### config.mk
export PLATFORM = sky130hd
export DESIGN_NAME = key_step_conditioner
export DESIGN_NICKNAME = d
export VERILOG_FILES = /design/src/rtl/key_step_conditioner.sv
export SDC_FILE = /design/constraint.sdc
export NUM_CORES = 1
export LEC_CHECK = 0
export BUFFER_PORTS_ARGS = -buffer_cell sky130_fd_sc_hd__buf_2
export CAP_MARGIN = 30
export CORE_ASPECT_RATIO = 0.75
export CORE_MARGIN = 5
export CORE_UTILIZATION = 56
export CTS_BUF_LIST = sky130_fd_sc_hd__clkbuf_4
export CTS_CLUSTER_SIZE = 24
export DETAILED_ROUTE_END_ITERATION = 10
export PLACE_DENSITY = 0.75
export SLEW_MARGIN = 30
export SYNTH_ARGS = -nofsm -noshare
export SYNTH_HDL_FRONTEND = slang
export SYNTH_SLANG_ARGS = --single-unit
### constraint.sdc
create_clock -name Clk -period 1.9 [get_ports Clk]
set_input_delay 0.19 -clock Clk [delete_from_list [all_inputs] [get_ports Clk]]
set_output_delay 0.19 -clock Clk [all_outputs]
set_load 0.03 [all_outputs]
### src/rtl/key_step_conditioner.sv
// Button/switch front end: synchronises and debounces KEY0 and SW, and emits
// one Clk-wide step pulse per clean press, plus a switch snapshot taken at that step.
module key_step_conditioner #(
  parameter int unsigned SYNC_STAGES     = 2,
  parameter int unsigned DEBOUNCE_CYCLES = 500000,
  parameter int unsigned SW_W            = 5
) (
  input  logic            Clk,
  input  logic            reset,
  input  logic            key_n,
  input  logic [SW_W-1:0] sw_raw,
  output logic            step,
  output logic            key_pressed,
  output logic [SW_W-1:0] sw_stable,
  output logic [SW_W-1:0] sw_snap,
  output logic [7:0]      step_count
);

  localparam int unsigned CW = (DEBOUNCE_CYCLES > 1) ? $clog2(DEBOUNCE_CYCLES) : 1;
  localparam logic [CW-1:0] LAST    = CW'(DEBOUNCE_CYCLES - 1);
  localparam logic [CW-1:0] CONFIRM = CW'(DEBOUNCE_CYCLES - 2);

  typedef enum logic [2:0] {
    ARM,
    IDLE,
    PRESS_WAIT,
    PRESSED,
    RELEASE_WAIT
  } state_t;

  state_t state;
  logic [CW-1:0] cnt;
  logic [CW-1:0] tick_cnt;
  logic          tick;
  logic [SYNC_STAGES-1:0]           key_sync;
  logic [SYNC_STAGES-1:0][SW_W-1:0] sw_sync;
  logic [SW_W-1:0] sw_s;
  logic [SW_W-1:0] smp;
  logic [SW_W-1:0] agree;
  logic            ks;

  // Key chain resets to "released" so reset release never looks like a press.
  always_ff @(posedge Clk) begin
    if (reset) begin
      key_sync <= '1;
      sw_sync  <= '0;
    end else begin
      key_sync <= {key_sync[SYNC_STAGES-2:0], key_n};
      sw_sync  <= {sw_sync[SYNC_STAGES-2:0], sw_raw};
    end
  end

  assign ks   = key_sync[SYNC_STAGES-1];
  assign sw_s = sw_sync[SYNC_STAGES-1];

  // The IDLE sample that detects the edge counts as the first stable cycle,
  // so the wait states confirm one count early to hit the stated latency.
  always_ff @(posedge Clk) begin
    if (reset) begin
      state       <= ARM;
      cnt         <= '0;
      step        <= 1'b0;
      key_pressed <= 1'b0;
    end else begin
      step <= 1'b0;
      case (state)
        ARM: begin
          if (!ks) begin
            cnt <= '0;
          end else if (cnt == LAST) begin
            state <= IDLE;
            cnt   <= '0;
          end else begin
            cnt <= cnt + 1'b1;
          end
        end
        IDLE: begin
          if (!ks) begin
            state <= PRESS_WAIT;
            cnt   <= '0;
          end
        end
        PRESS_WAIT: begin
          if (ks) begin
            state <= IDLE;
            cnt   <= '0;
          end else if (cnt == CONFIRM) begin
            state       <= PRESSED;
            cnt         <= '0;
            step        <= 1'b1;
            key_pressed <= 1'b1;
          end else begin
            cnt <= cnt + 1'b1;
          end
        end
        PRESSED: begin
          if (ks) begin
            state <= RELEASE_WAIT;
            cnt   <= '0;
          end
        end
        RELEASE_WAIT: begin
          if (!ks) begin
            state <= PRESSED;
            cnt   <= '0;
          end else if (cnt == CONFIRM) begin
            state       <= IDLE;
            cnt         <= '0;
            key_pressed <= 1'b0;
          end else begin
            cnt <= cnt + 1'b1;
          end
        end
        default: begin
          state       <= ARM;
          cnt         <= '0;
          key_pressed <= 1'b0;
        end
      endcase
    end
  end

  assign tick = (tick_cnt == LAST);

  always_ff @(posedge Clk) begin
    if (reset) begin
      tick_cnt <= '0;
    end else if (tick) begin
      tick_cnt <= '0;
    end else begin
      tick_cnt <= tick_cnt + 1'b1;
    end
  end

  // A switch bit only moves when two consecutive tick samples agree.
  assign agree = ~(sw_s ^ smp);

  always_ff @(posedge Clk) begin
    if (reset) begin
      smp       <= '0;
      sw_stable <= '0;
    end else if (tick) begin
      smp       <= sw_s;
      sw_stable <= (sw_stable & ~agree) | (smp & agree);
    end
  end

  always_ff @(posedge Clk) begin
    if (reset) begin
      sw_snap    <= '0;
      step_count <= '0;
    end else if (step) begin
      sw_snap    <= sw_stable;
      step_count <= step_count + 8'd1;
    end
  end

endmodule

==> impl_metrics.yaml, run 1 <==
run_status:
  status: "finished with violations"
  violations: "setup timing"
yosys:
  synth_cell_types: 57
  avgSynthCellArea_sq_um: 8.65
  syn-cell-area_sq_um: 3660
  synth-seq-cells: 78
  synthFlopType: "dfxtp_1"
  ys_top_cells_by_count: "dfxtp_1, nor2_1, nand2_1"
  async_flop_share_pct: 0
  synthTopCellsByArea: "dfxtp_1, nor2_1, nand2_1, o22ai_2, xnor2_1"
  synth.most_common_cell: "dfxtp_1"
  syn_nets: 435
  synth_top_cell_by_area: "dfxtp_1"
  synth-edff-count: 0
  synth_warnings: 0
  yosys.area.top_type_share_pct: 42.7
  syn_inst: 423
  seq_area_frac_synth_pct: 42.7
drt:
  wl_mm: 8.44
  drtAntennaViolNets: 0
  dr_total_vias: 3253
  route.detailed.drc: 0
  drtIter0Drc: 248
  wl_per_cell_um: 14.4
  vias_per_cell: 5.55
  dr.pass1.iters: 5
job:
  maxCapViolations: 0
setup_path:
  crit_type: "flip-flop to flip-flop"
  startpoint_type: "flip-flop"
  crit_arrival_ns: 2.33
  cp.required_ns: 2.20
  cp_max_fo: 8
  end_kind: "flip-flop"
floorplan:
  ioPinCount: 28
  core_sq_um: 6320
  die_x_um: 103
  start_util_pct: 57.9
  die-area_sq_um: 8270
  fp.dieH_um: 80.0
  row_count: 25
placement:
  port_buffers: 27
  hpwl_mm: 5.87
  placed_area_sq_um: 4140
  preCtsSetupSlack_ns: -0.195
  place.gp.congestion: 0.875
power_and_ir_drop:
  power_leakage_nw: 1.92
  p_clk_share_pct: 38.0
  power_density_nw_per_um2: 655
  p_sw_share_pct: 23.4
  peakVddDrop_mv: 0.468
  combPwrFrac_pct: 5.5
  power.switching_w: 0.000695
  power_frac_seq_pct: 56.5
  p_int_w: 0.00228
cts:
  clkLatencyLatePin_ns: 0.42
  cts.reportedPaths.clkPinSlew_ns: 0.13
  cts_root_buffer: "clkbuf_4"
  cts_inserted_buffers: 9
  cts_buffer_depth: 2
  cts_tree: "built"
  cts.sinks: 78
  h-tree-depth: 3
timing:
  maxSlewHeadroom_pct: 64.4
  fin_ws_ns: -0.130
  fmax_mhz: 492
  fin_crit_ns: 2.03
  slew_violations: 0
  finClkSkew_ns: 0.0231
  finalHoldViolCount: 0
  tightest_slew_ns: 0.535
  hold_slack_ns: 0.274
  rsz0062_at_grt: "yes"
  post-route-period-util_pct: 107
  setup_viol: 17
global_routing:
  antenna_found_initial: 0
  first_global_vias: 3003
  grt_use_total_pct: 21.2
  grt-ovfl-total: 0
  grt_max_degree: 48
  grt_pass1_wl_mm: 13.8
layout:
  syn2layout_area_growth_pct: 24.0
  finish.utilization_pct: 71.8
  fin_area_sq_um: 4540
  final_nets: 512
  drive_above_1_share_pct: 27.5
  diodes: 0
min_path:
  hold_class: "primary input to flip-flop"
==> critical path: stages, from the launching register on <==
cell     delay [ns]
dfxtp_2        0.34
or4b_4         0.55
nor4_4         0.24
buf_4          0.18
buf_4          0.14
a21oi_4        0.10
buf_4          0.16
o22ai_2        0.14
nand2_1        0.06
==> cell type report <==
type                    count  area, sq um
clock buffers               9         67.6
clock inverters             7         96.3
fillers                   467         1780
inverters                  14         52.6
multi-input cells         312         2030
flip-flops and latches     78         1570
well taps                  81          101
repair buffers             85          618
==> power by group through the flow <==
stage	Clock [W]	Sequential [W]	Combinational (W)
6_report	0.00113	0.00168	0.000163
5_1_grt	0.00124	0.00169	0.000180
4_1_cts	0.00116	0.00168	0.000156
3_5_place_dp	0	0.00172	0.000142
3_3_place_gp	0	0.00172	0.000140
2_1_floorplan	0	0.00172	0.0000871
==> cells by family (layout without fill, tap and decap cells) <==
family	count (synthesis)	count (layout)	synth area share, %
adder cells (fa/ha/maj)	4	4	1.37
AO/OA/AOI/OAI	71	72	14.3
AND/OR/NAND/NOR	204	204	28.9
flip-flops	78	78	42.7
multiplexers	7	7	1.91
XOR/XNOR	25	25	5.98
buffers and inverters	34	115	4.89
==> state kept, by name, summed over array words and instances (netlist names), named ones only <==
| register | count |
|---|---|
| step_count | 8 |
| key_sync | 2 |
| smp | 5 |
| sw_s | 5 |
| cnt | 19 |
| sw_snap | 5 |
| step | 1 |
| tick_cnt | 19 |
| state | 3 |
| sw_sync | 5 |
| key_pressed | 1 |
==> placed cells by master, fill, tap and decap left out, types with 11 or more instances in the layout <==
master	instances
nand2_1	50
a21oi_1	15
inv_1	14
o22ai_2	11
nor2_1	53
xnor2_1	14
buf_2	27
nand3_1	13
xor2_1	11
buf_4	48
o21ai_0	11
dfxtp_1	72
nor3_1	14
nor2b_1	12
==> repair_timing <==
item | 4_1_cts | 5_1_grt
endpoints found under the hold margin | 6 | 0
pin swaps | 6 | 10
hold buffers | 6 | 0
setup endpoints to repair | 22 | 32
setup buffers | 2 | 4
gates cloned | 0 | 1
gates resized for setup | 12 | 21
==> layer usage <==
metal / vias to the layer above / track usage, % / wire (um)
met5: - / 0 / 0
met4: 0 / 4.40 / 138
met3: 16 / 6.11 / 721
met2: 116 / 30.7 / 3520
met1: 1495 / 31.0 / 4060
li1: 1626 / - / -
==> per-stage QoR <==
stage / TNS [ns] / power (W) / instances
floorplan: 0 / 0.00180 / 423
global placement: -1.44 / 0.00186 / 557
detailed placement: -2.61 / 0.00186 / 557
CTS: -1.09 / 0.00299 / 581
global route: -3.09 / 0.00310 / 586
finish: -1.54 / 0.00297 / 586
==> worst paths after layout <==
check / start / endpoint / slack, ns / cells past startpoint
setup / recovery: cnt[10] / cnt[4] / -0.13 / 8
hold / removal: reset / cnt[3] / 0.27 / 4
setup reg to reg: cnt[10] / cnt[4] / -0.13 / 8
hold reg to reg: key_sync[0] / key_sync[1] / 0.44 / 1
No activity file was read; power rests on OpenSTA's default activity.
==> inputs of run 2 (changes only) <==
--- a/config.mk
+++ b/config.mk
@@ -9,11 +9,11 @@
 export CAP_MARGIN = 30
 export CORE_ASPECT_RATIO = 0.75
 export CORE_MARGIN = 5
-export CORE_UTILIZATION = 56
+export CORE_UTILIZATION = 67
 export CTS_BUF_LIST = sky130_fd_sc_hd__clkbuf_4
 export CTS_CLUSTER_SIZE = 24
 export DETAILED_ROUTE_END_ITERATION = 10
-export PLACE_DENSITY = 0.75
+export PLACE_DENSITY = 0.85
 export SLEW_MARGIN = 30
 export SYNTH_ARGS = -nofsm -noshare
 export SYNTH_HDL_FRONTEND = slang
==> constraint.sdc (replaced) <==
create_clock -name Clk -period 2.4 [get_ports Clk]
set_input_delay 0.24 -clock Clk [delete_from_list [all_inputs] [get_ports Clk]]
set_output_delay 0.24 -clock Clk [all_outputs]
set_load 0.03 [all_outputs]
==> run 2 against run 1 <==
Against the previous run:
- the run now ends clean
- via count shrank 5.4%
- cell area shrank 11%
- fmax shrank 5.6%
- sequential share of layout area grew 4.2 points
- clock skew shrank 0.0029 ns
- setup slack gained 0.38 ns
- sequential power shrank 20%
- clock-buffer cell count is the same
- cell count shrank 8.7%
- total power shrank 26%
- combinational power shrank 38%
==> impl_metrics.yaml, run 2 (synthesis gave the netlist of run 1 again) <==
min_path:
  worstHoldStart: "reset"
  holdPathStages: 2
  min_to: "key_pressed"
  hold_class: "primary input to flip-flop"
cts:
  postCtsSetupBuffers: 0
  h-tree-depth: 3
  cts.reportedPaths.clkPinSlew_ns: 0.13
  cts_inserted_buffers: 9
  cts.sinks: 78
  cts_tree: "built"
  post_cts_resized: 0
  cts_root_buffer: "clkbuf_4"
  cts_buffer_depth: 2
  clkLatencyLatePin_ns: 0.46
drt:
  drtAntennaViolNets: 0
  drtIter0Drc: 243
  wl_per_cell_um: 14.6
  dr.pass1.iters: 5
  route.detailed.drc: 0
  dr_total_vias: 3076
  wl_mm: 7.83
  vias_per_cell: 5.75
power_and_ir_drop:
  power_frac_seq_pct: 60.6
  power_density_nw_per_um2: 546
  p_int_w: 0.00160
  combPwrFrac_pct: 4.6
  p_clk_share_pct: 34.8
  p_sw_share_pct: 27.5
  peakVddDrop_mv: 0.283
  power.switching_w: 0.000606
  power_leakage_nw: 1.63
  p_total_w: 0.00220
global_routing:
  grt_pass1_wl_mm: 13.2
  antenna_found_initial: 0
  grt_max_degree: 45
  first_global_vias: 2864
  grt-ovfl-total: 0
  grt_use_total_pct: 24.2
layout:
  finalNonFillerCells: 535
  diodes: 0
  final_nets: 467
  fillCellCount: 381
  largest_registers: "cnt x19, tick_cnt x19, step_count x8"
  mostFrequentLayoutCell: "dfxtp_1"
  seq_area_sq_um: 1560
  layout_common_cells: "dfxtp_1, nor2_1, nand2_1"
  multi_input_comb_area_sq_um: 1920
  syn2layout_area_growth_pct: 10.2
  finish.utilization_pct: 75.7
  drive_above_1_share_pct: 16.1
floorplan:
  start_util_pct: 68.7
  die-area_sq_um: 7060
  row_count: 23
  die_x_um: 95.3
  core_sq_um: 5320
  fp.dieH_um: 74.0
  ioPinCount: 28
timing:
  setup_viol: 0
  maxSlewHeadroom_pct: 61.9
  finalHoldViolCount: 0
  fin_crit_ns: 2.15
  rsz0062_at_grt: "no"
  finClkSkew_ns: 0.0202
  post-route-period-util_pct: 89.7
  finalSetupTns_ns: 0
  fmax_mhz: 465
  tightest_slew_ns: 0.571
  slew_violations: 0
setup_path:
  reg2reg_to: "cnt[7]"
  rr_startpoint: "cnt[5]"
  reg2reg_slack_ns: 0.25
  rr_worst_depth: 6
  end_kind: "flip-flop"
  crit_arrival_ns: 2.50
  cp.required_ns: 2.75
  startpoint_type: "flip-flop"
  crit_type: "flip-flop to flip-flop"
  cp_max_fo: 10
placement:
  placedCellCount: 512
  place.gp.congestion: 0.858
  port_buffers: 27
  hpwl_mm: 5.48
job:
  maxCapViolations: 0
run_status:
  status: "completed"
-- run 2: cell types whose count changed in the layout (fill, tap and decap cells not counted), moves of 6 or more --
| cell | delta |
|---|---|
| buf_4 | -42 |
| o21ai_0 | +6 |
| dfxtp_2 | -6 |
| o21ai_1 | -6 |
| dfxtp_1 | +6 |
-- run 2: through the flow --
step                      setup slack (ns)  instance area, sq um  hold WS (ns)
after floorplan                      0.481                  3660         0.344
after global placement               0.293                  3830         0.399
after detailed placement             0.218                  3830         0.428
after CTS                            0.191                  4020        0.0491
after global routing                0.0900                  4030        0.0580
final                                0.248                  4030        0.0744
-- run 2: power by group through the flow --
| stage | clock network (W) | registers [W] | logic, W |
|---|---|---|---|
| after floorplan | 0 | 0.00136 | 0.0000689 |
| after global placement | 0 | 0.00136 | 0.0000886 |
| after detailed placement | 0 | 0.00136 | 0.0000916 |
| after CTS | 0.000782 | 0.00134 | 0.0000998 |
| after global routing | 0.000841 | 0.00134 | 0.000112 |
| final | 0.000766 | 0.00134 | 0.000101 |
-- run 2: what timing repair did --
item / in CTS / in global routing
setup endpoints to repair: 0 / 0
hold buffers: 6 / 0
hold endpoints to repair: 6 / 0
-- run 2: area by class of cell --
type	instances	share of cell area, %
flip-flops and latches	78	38.7
multi-input cells	311	47.6
clock buffers	9	1.68
repair buffers	41	6.73
well taps	75	2.33
inverters	14	1.30
clock inverters	7	1.61
-- run 2: worst max path at each step --
stage | startpoint | end | cells past startpoint
2_1_floorplan | cnt[9] | cnt[10] | 6
4_1_cts | cnt[10] | cnt[17] | 5
3_5_place_dp | cnt[10] | cnt[17] | 5
6_report | cnt[5] | cnt[7] | 6
3_3_place_gp | cnt[10] | cnt[17] | 5
5_1_grt | tick_cnt[15] | flip-flop | 6
-- run 2: per-layer routing --
metal	GRT usage (%)	up-vias	share of wire, %
met2	36.7	106	45
met1	32.3	1408	46
met3	7.58	17	7.9
li1	-	1545	-
met4	9.92	0	1.7
met5	0	-	0
-- run 2: worst max-delay path, stage by stage, from the launching register on --
cell and delay (ns):
dfxtp_1 0.38, or4b_1 0.63, nor3_1 0.37, a21oi_2 0.24
buf_12 0.21, o22ai_2 0.15, nand2_1 0.06
